===== src/rtl/pwm_fade_controller_if.sv =====
// Control/status bundle between a PWM fade controller and its host.
// The host drives target/load/period_end; the controller returns duty/busy/done.
interface pwm_fade_controller_if #(
  parameter int unsigned bit_width = 16
);
  logic [bit_width-1:0] target;
  logic                 load;
  logic                 period_end;
  logic [bit_width-1:0] duty;
  logic                 busy;
  logic                 done;

  modport master (
    output target,
    output load,
    output period_end,
    input  duty,
    input  busy,
    input  done
  );

  modport slave (
    input  target,
    input  load,
    input  period_end,
    output duty,
    output busy,
    output done
  );
endinterface


===== src/rtl/pwm_fade_controller.sv =====
// Ramps a PWM duty word toward a loaded target one step per tick, publishing it at period wrap.
// Optional PWM_FADE_BREATHE_EN: after reaching a non-zero target, ramps repeatedly target->0->target.
module pwm_fade_controller #(
  parameter int unsigned bit_width = 16,
  parameter int unsigned step      = 1,
  parameter int unsigned tick_div  = 1000
) (
  input  logic                        clk,
  input  logic                        rst,
  pwm_fade_controller_if.slave        bus
);

  localparam int unsigned CntW = (tick_div > 1) ? $clog2(tick_div) : 1;
  localparam int unsigned W1   = bit_width + 1;
  localparam logic [CntW-1:0]      CntMax = CntW'(tick_div - 1);
  localparam logic [W1-1:0]        StepW  = W1'(step);
  localparam logic [bit_width-1:0] StepN  = bit_width'(step);

  typedef enum logic [1:0] {StIdle, StUp, StDown, StHold} state_e;

  state_e               state_q;
  logic [bit_width-1:0] tgt_q;
  logic [bit_width-1:0] duty_int_q;
  logic [bit_width-1:0] duty_q;
  logic [CntW-1:0]      cnt_q;
  logic                 busy_q;
  logic                 done_q;
`ifdef PWM_FADE_BREATHE_EN
  // Set while descending toward 0 as part of a breathing cycle.
  logic                 breathe_q;
`endif

  logic                 cnt_run;
  logic                 tick;
  logic [W1-1:0]        up_sum;
  logic [W1-1:0]        down_lim;
  logic [bit_width-1:0] up_next;
  logic [bit_width-1:0] down_next;
  logic [bit_width-1:0] down_floor;

  always_comb begin
    cnt_run = (state_q == StUp) || (state_q == StDown);
`ifdef PWM_FADE_BREATHE_EN
    if ((state_q == StHold) && (tgt_q != '0)) begin
      cnt_run = 1'b1;
    end
    down_floor = (breathe_q || (state_q == StHold)) ? '0 : tgt_q;
`else
    down_floor = tgt_q;
`endif
    tick = cnt_run && (cnt_q == CntMax);

    // One extra bit so duty_int + step can never wrap past the target.
    up_sum  = {1'b0, duty_int_q} + StepW;
    up_next = (up_sum >= {1'b0, tgt_q}) ? tgt_q : up_sum[bit_width-1:0];

    // Compare before subtracting so the result never drops below the floor.
    down_lim  = {1'b0, down_floor} + StepW;
    down_next = ({1'b0, duty_int_q} >= down_lim) ? (duty_int_q - StepN) : down_floor;
  end

  always_ff @(posedge clk or posedge rst) begin
    if (rst) begin
      state_q    <= StIdle;
      tgt_q      <= '0;
      duty_int_q <= '0;
      duty_q     <= '0;
      cnt_q      <= '0;
      busy_q     <= 1'b0;
      done_q     <= 1'b0;
`ifdef PWM_FADE_BREATHE_EN
      breathe_q  <= 1'b0;
`endif
    end else begin
      done_q <= 1'b0;

      if (bus.period_end) begin
        duty_q <= duty_int_q;
      end

      if (tick) begin
        cnt_q <= '0;
      end else if (cnt_run) begin
        cnt_q <= cnt_q + CntW'(1);
      end

      if (bus.load) begin
        // A load on a tick cycle wins; the tick is dropped.
        tgt_q <= bus.target;
        cnt_q <= '0;
`ifdef PWM_FADE_BREATHE_EN
        breathe_q <= 1'b0;
`endif
        if (bus.target > duty_int_q) begin
          state_q <= StUp;
          busy_q  <= 1'b1;
        end else if (bus.target < duty_int_q) begin
          state_q <= StDown;
          busy_q  <= 1'b1;
        end else begin
          state_q <= StHold;
          done_q  <= 1'b1;
`ifdef PWM_FADE_BREATHE_EN
          busy_q  <= (bus.target != '0);
`else
          busy_q  <= 1'b0;
`endif
        end
      end else if (tick) begin
        unique case (state_q)
          StUp: begin
            duty_int_q <= up_next;
            if (up_next == tgt_q) begin
              state_q <= StHold;
              done_q  <= 1'b1;
`ifdef PWM_FADE_BREATHE_EN
              busy_q  <= (tgt_q != '0);
`else
              busy_q  <= 1'b0;
`endif
            end
          end
          StDown: begin
            duty_int_q <= down_next;
            if (down_next == down_floor) begin
              done_q <= 1'b1;
`ifdef PWM_FADE_BREATHE_EN
              if (breathe_q) begin
                state_q   <= StUp;
                breathe_q <= 1'b0;
              end else begin
                state_q <= StHold;
                busy_q  <= (tgt_q != '0);
              end
`else
              state_q <= StHold;
              busy_q  <= 1'b0;
`endif
            end
          end
`ifdef PWM_FADE_BREATHE_EN
          StHold: begin
            // Start the descending half of a breath; floor is 0 here.
            duty_int_q <= down_next;
            if (down_next == '0) begin
              done_q  <= 1'b1;
              state_q <= StUp;
            end else begin
              state_q   <= StDown;
              breathe_q <= 1'b1;
            end
          end
`endif
          default: ;
        endcase
      end
    end
  end

  assign bus.duty = duty_q;
  assign bus.busy = busy_q;
  assign bus.done = done_q;

endmodule


===== src/flat_wrapper.sv =====
// flat-port wrapper written by rule: the top's interface ports become plain ports
module pwm_fade_controller_flat 
#(
  parameter int unsigned bit_width = 16,
  parameter int unsigned step      = 1,
  parameter int unsigned tick_div  = 1000
)
  (clk, rst, bus_target, bus_load, bus_period_end, bus_duty, bus_busy, bus_done);
  pwm_fade_controller_if #(.bit_width(bit_width)) bus_i ();
  input  logic clk;
  input  logic rst;
  input wire logic [$bits(bus_i.target)-1:0] bus_target;
  input wire logic [$bits(bus_i.load)-1:0] bus_load;
  input wire logic [$bits(bus_i.period_end)-1:0] bus_period_end;
  output wire logic [$bits(bus_i.duty)-1:0] bus_duty;
  output wire logic [$bits(bus_i.busy)-1:0] bus_busy;
  output wire logic [$bits(bus_i.done)-1:0] bus_done;
  assign bus_i.target = bus_target;
  assign bus_i.load = bus_load;
  assign bus_i.period_end = bus_period_end;
  assign bus_duty = bus_i.duty;
  assign bus_busy = bus_i.busy;
  assign bus_done = bus_i.done;
  pwm_fade_controller #(.bit_width(bit_width), .step(step), .tick_div(tick_div)) u_core (.clk(clk), .rst(rst), .bus(bus_i));
endmodule

===== config.mk =====
export PLATFORM = sky130hd
export DESIGN_NAME = pwm_fade_controller_flat
export DESIGN_NICKNAME = d
export VERILOG_FILES = /design/src/rtl/pwm_fade_controller_if.sv /design/src/rtl/pwm_fade_controller.sv /design/src/flat_wrapper.sv
export SDC_FILE = /design/constraint.sdc
export NUM_CORES = 1
export LEC_CHECK = 0
export CAP_MARGIN = 20
export CORE_UTILIZATION = 40
export DETAILED_ROUTE_END_ITERATION = 10
export GPL_ROUTABILITY_DRIVEN = 1
export GPL_TIMING_DRIVEN = 0
export PLACE_DENSITY_LB_ADDON = 0.12
export SLEW_MARGIN = 10
export SYNTH_ARGS = -nofsm -noshare
export SYNTH_HDL_FRONTEND = slang
export SYNTH_SLANG_ARGS = --single-unit
export TNS_END_PERCENT = 20

===== constraint.sdc =====
create_clock -name clk -period 4.8 [get_ports clk]
set_input_delay 0.96 -clock clk [delete_from_list [all_inputs] [get_ports clk]]
set_output_delay 0.96 -clock clk [all_outputs]
set_load 0.005 [all_outputs]

==> metrics.cfg <==
[critical_path]
worstPathCellList = ha_1 > nand2_1 > or3_1 > xnor2_1 > ha_1 > a21o_1 > a21o_1 > a21oi_1 > o211ai_1 > nor3_1 > clkbuf_1 > o21ai_0 > o221ai_1 > o21ai_0
startpoint_type = register
max_stage_delay_ns = 0.56
cp_top_family = simple AND/OR/NAND/NOR gates
worstPathRequired_ns = 5.01
crit_slowest_cell = clkbuf_1
crit_type = reg2reg
cp-end-kind = register
worstPathMaxFanout = 10
crit_buf_inv = 1
crit_arrival_ns = 4.91

[routing]
wl_per_cell_um = 21.3
drc = 0
viasPerCell = 5.89
vias = 5150
drt_iter0_drc = 430
postRouteAntennaNets = 0
wl_um = 18700
firstDrtPassIters = 5

[finish]
num-fill-cells = 1351
final_cell_mix = 62 x dfrtp_1, 59 x nand2_1, 58 x xnor2_1, 54 x ha_1, 43 x o21ai_0
layout.nets = 769
final_common_cell = dfrtp_1
area_growth_pct = 16.9
fin_cells = 875
drive_gt1_share_pct = 10.3
diodes = 0

[timing]
fin_crit_sh_pct = 97.9
hold_slack_ns = 0.504
worst_slew_margin_rel_pct = 43.9
clock_skew_ns = 0.00723
timing.fmax_mhz = 213
drv_slew = 0
rsz0062_at_grt = yes
worst_slew_pin_slew_ns = 0.835
hold_viol_final = 0
post-route-min-period_ns = 4.70
setup-violations-final = 0

[grt]
overflow = 0
grt_pass1_vias = 5153
grt_max_degree = 63
grtUsageTotal_pct = 27.7
grt_pass1_wl_um = 29600
antenna_found_initial = 0

[pwr]
worst_ir_drop_vdd_v = 0.000212
p_leak_uw = 0.00271
powerDensity_nw_per_um2 = 248
power_uw = 1620

[synthesis]
synth_seq_cells = 62
async_flop_share_pct = 100
synth-simple-area-share_pct = 22.3
synthMuxAreaShare_pct = 3.98
synth_nets = 723
syn-instance-count = 649
synth_top_family_by_area = simple AND/OR/NAND/NOR gates
synth_area_per_cell_sq_um = 8.58
synth_edf_count = 0
synth_fa_ha_area_share_pct = 12.1
netlist_area_sq_um = 5570
synth_xor_area_share_pct = 11.5
yosys_most_used_dff = dfrtp_1
seq_area_frac_synth_pct = 27.9
synth_compound_area_share_pct = 16.4
yosysWarnings = 0
netlist-cell-type-count = 67

[clock_network]
root_buffer = clkbuf_16
cts.reportedPaths.clkPinSlew_ns = 0.06
ctsHoldBuffers = 0
insertion_delay_ns = 0.35
clk_path_buf_depth = 2
clock-sinks = 62
htree_levels = 3
cts_tree = done
cts_buffers = 9

[job]
drv_cap = 0

[placement]
dp_cells = 861
routabilityCongestion = 0.948
dp_hpwl_um = 14200
port_buffers = 36

[die]
start_util_pct = 41.6
die_w_um = 120
core_area_sq_um = 13400
dieArea_sq_um = 14400
io-pin-count = 38
die_h_um = 120
rows = 42

[run_status]
status = finished, final reports clean

[worst_hold_path]
hp-class = reg2reg

-- power by group --
group,internal [uW],switching [uW]
combinational,129,205
sequential,544,21.0
clock,453,263
total,1130,489
-- layout make-up --
class / instances / area, sq um / area share, %
Clock inverter: 5 / 83.8 / 1.29
Clock buffer: 10 / 229 / 3.52
Tap cell: 176 / 220 / 3.38
Buffer: 41 / 185 / 2.84
Timing Repair Buffer: 36 / 360 / 5.53
Multi-Input combinational cell: 507 / 3740 / 57.4
Inverter: 38 / 145 / 2.23
Sequential cell: 62 / 1550 / 23.8
-- final timing paths --
path,depth (start not counted),startpoint,endpoint,slack (ns)
setup reg to reg,14,u_core.duty_int_q[0]$_DFFE_PP0P_,u_core.duty_int_q[9]$_DFFE_PP0P_,0.1
hold / removal,1,u_core.bus.duty[11]$_DFFE_PP0P_,u_core.bus.duty[11]$_DFFE_PP0P_,0.50
min in group asynchronous,2,rst,u_core.bus.duty[14]$_DFFE_PP0P_,1.10
hold reg to reg,1,u_core.bus.duty[11]$_DFFE_PP0P_,u_core.bus.duty[11]$_DFFE_PP0P_,0.50
max in group asynchronous,2,rst,u_core.down_floor[8]$_DFFE_PP0P_,3.13
setup / recovery,14,u_core.duty_int_q[0]$_DFFE_PP0P_,u_core.duty_int_q[9]$_DFFE_PP0P_,0.1
-- metal layers --
metal / part of all wire (%) / track usage [%] / vias up
li1: - / - / 2445
met1: 46 / 38.6 / 2473
met2: 45 / 42.5 / 201
met3: 7.3 / 4.28 / 31
met4: 2.3 / 11.3 / 0
met5: 0 / 0 / -
-- flip-flops by register name, summed over array words and instances (netlist names) --
signal and flops:
u_core.down_floor 16, u_core.duty_int_q 16, u_core.state_q 2, u_core.bus.done 1, u_core.cnt_q 10, u_core.bus.busy 1, u_core.bus.duty 16
-- synthesized netlist by cell type, types with 3 or more instances --
| library cell | instances | share of area, % |
|---|---|---|
| a22oi_1 | 7 | 0.94 |
| a21oi_1 | 22 | 2.0 |
| nor4_4 | 5 | 1.9 |
| and2_1 | 4 | 0.45 |
| o211ai_1 | 6 | 0.81 |
| or4_1 | 4 | 0.54 |
| clkbuf_1 | 29 | 2.0 |
| buf_2 | 9 | 0.81 |
| a211oi_1 | 4 | 0.54 |
| and4_1 | 3 | 0.47 |
| nand2_1 | 59 | 4.0 |
| xor2_1 | 13 | 2.0 |
| a21o_1 | 15 | 2.0 |
| mux2i_1 | 3 | 0.54 |
| o221ai_1 | 9 | 1.4 |
| a221oi_1 | 5 | 0.79 |
| nand3_1 | 31 | 2.8 |
| nand2b_1 | 4 | 0.45 |
| nor3_1 | 26 | 2.3 |
| mux2_2 | 17 | 3.4 |
| o21ai_0 | 43 | 3.9 |
| nand4_1 | 11 | 1.2 |
| dfrtp_1 | 62 | 28 |
| xnor2_1 | 58 | 9.1 |
| ha_1 | 54 | 12 |
| and3_1 | 5 | 0.56 |
| or3_1 | 8 | 0.90 |
| nor4_1 | 10 | 1.1 |
| o32ai_1 | 3 | 0.47 |
| inv_1 | 34 | 2.3 |
| nor2_1 | 34 | 2.3 |
| o22ai_1 | 5 | 0.56 |
-- per-stage QoR --
| stage | instance area (sq um) | setup TNS (ns) | utilization (%) | worst slack, ns |
|---|---|---|---|---|
| floorplan | 5570 | 0 | - | 1.11 |
| global placement | 6150 | -1.21 | 45.9 | -0.184 |
| detailed placement | 6160 | -0.936 | 46.0 | -0.158 |
| CTS | 6490 | 0 | 48.4 | 0.0112 |
| global route | 6510 | -0.00938 | 48.6 | -0.00938 |
| finish | 6510 | 0 | 48.6 | 0.0985 |
-- repair_timing --
| item | in CTS | in global routing |
|---|---|---|
| gates resized for setup | 3 | 10 |
| buffers inserted | 0 | 0 |
| endpoints found under the setup margin | 15 | 16 |
| gates cloned | 0 | 0 |
| hold endpoints to repair | 0 | 0 |
-- cells by family (layout without fill, tap and decap cells) --
logic type	Yosys count	after routing
and+or+nand+nor	222	222
AOI/OAI and AO/OA	139	139
buffers and inverters	80	130
xor gates and xnor gates	72	72
DFF	62	62
adders and majority gates	54	54
muxes	20	20
Note: power is estimated with default switching activity, not from simulation.
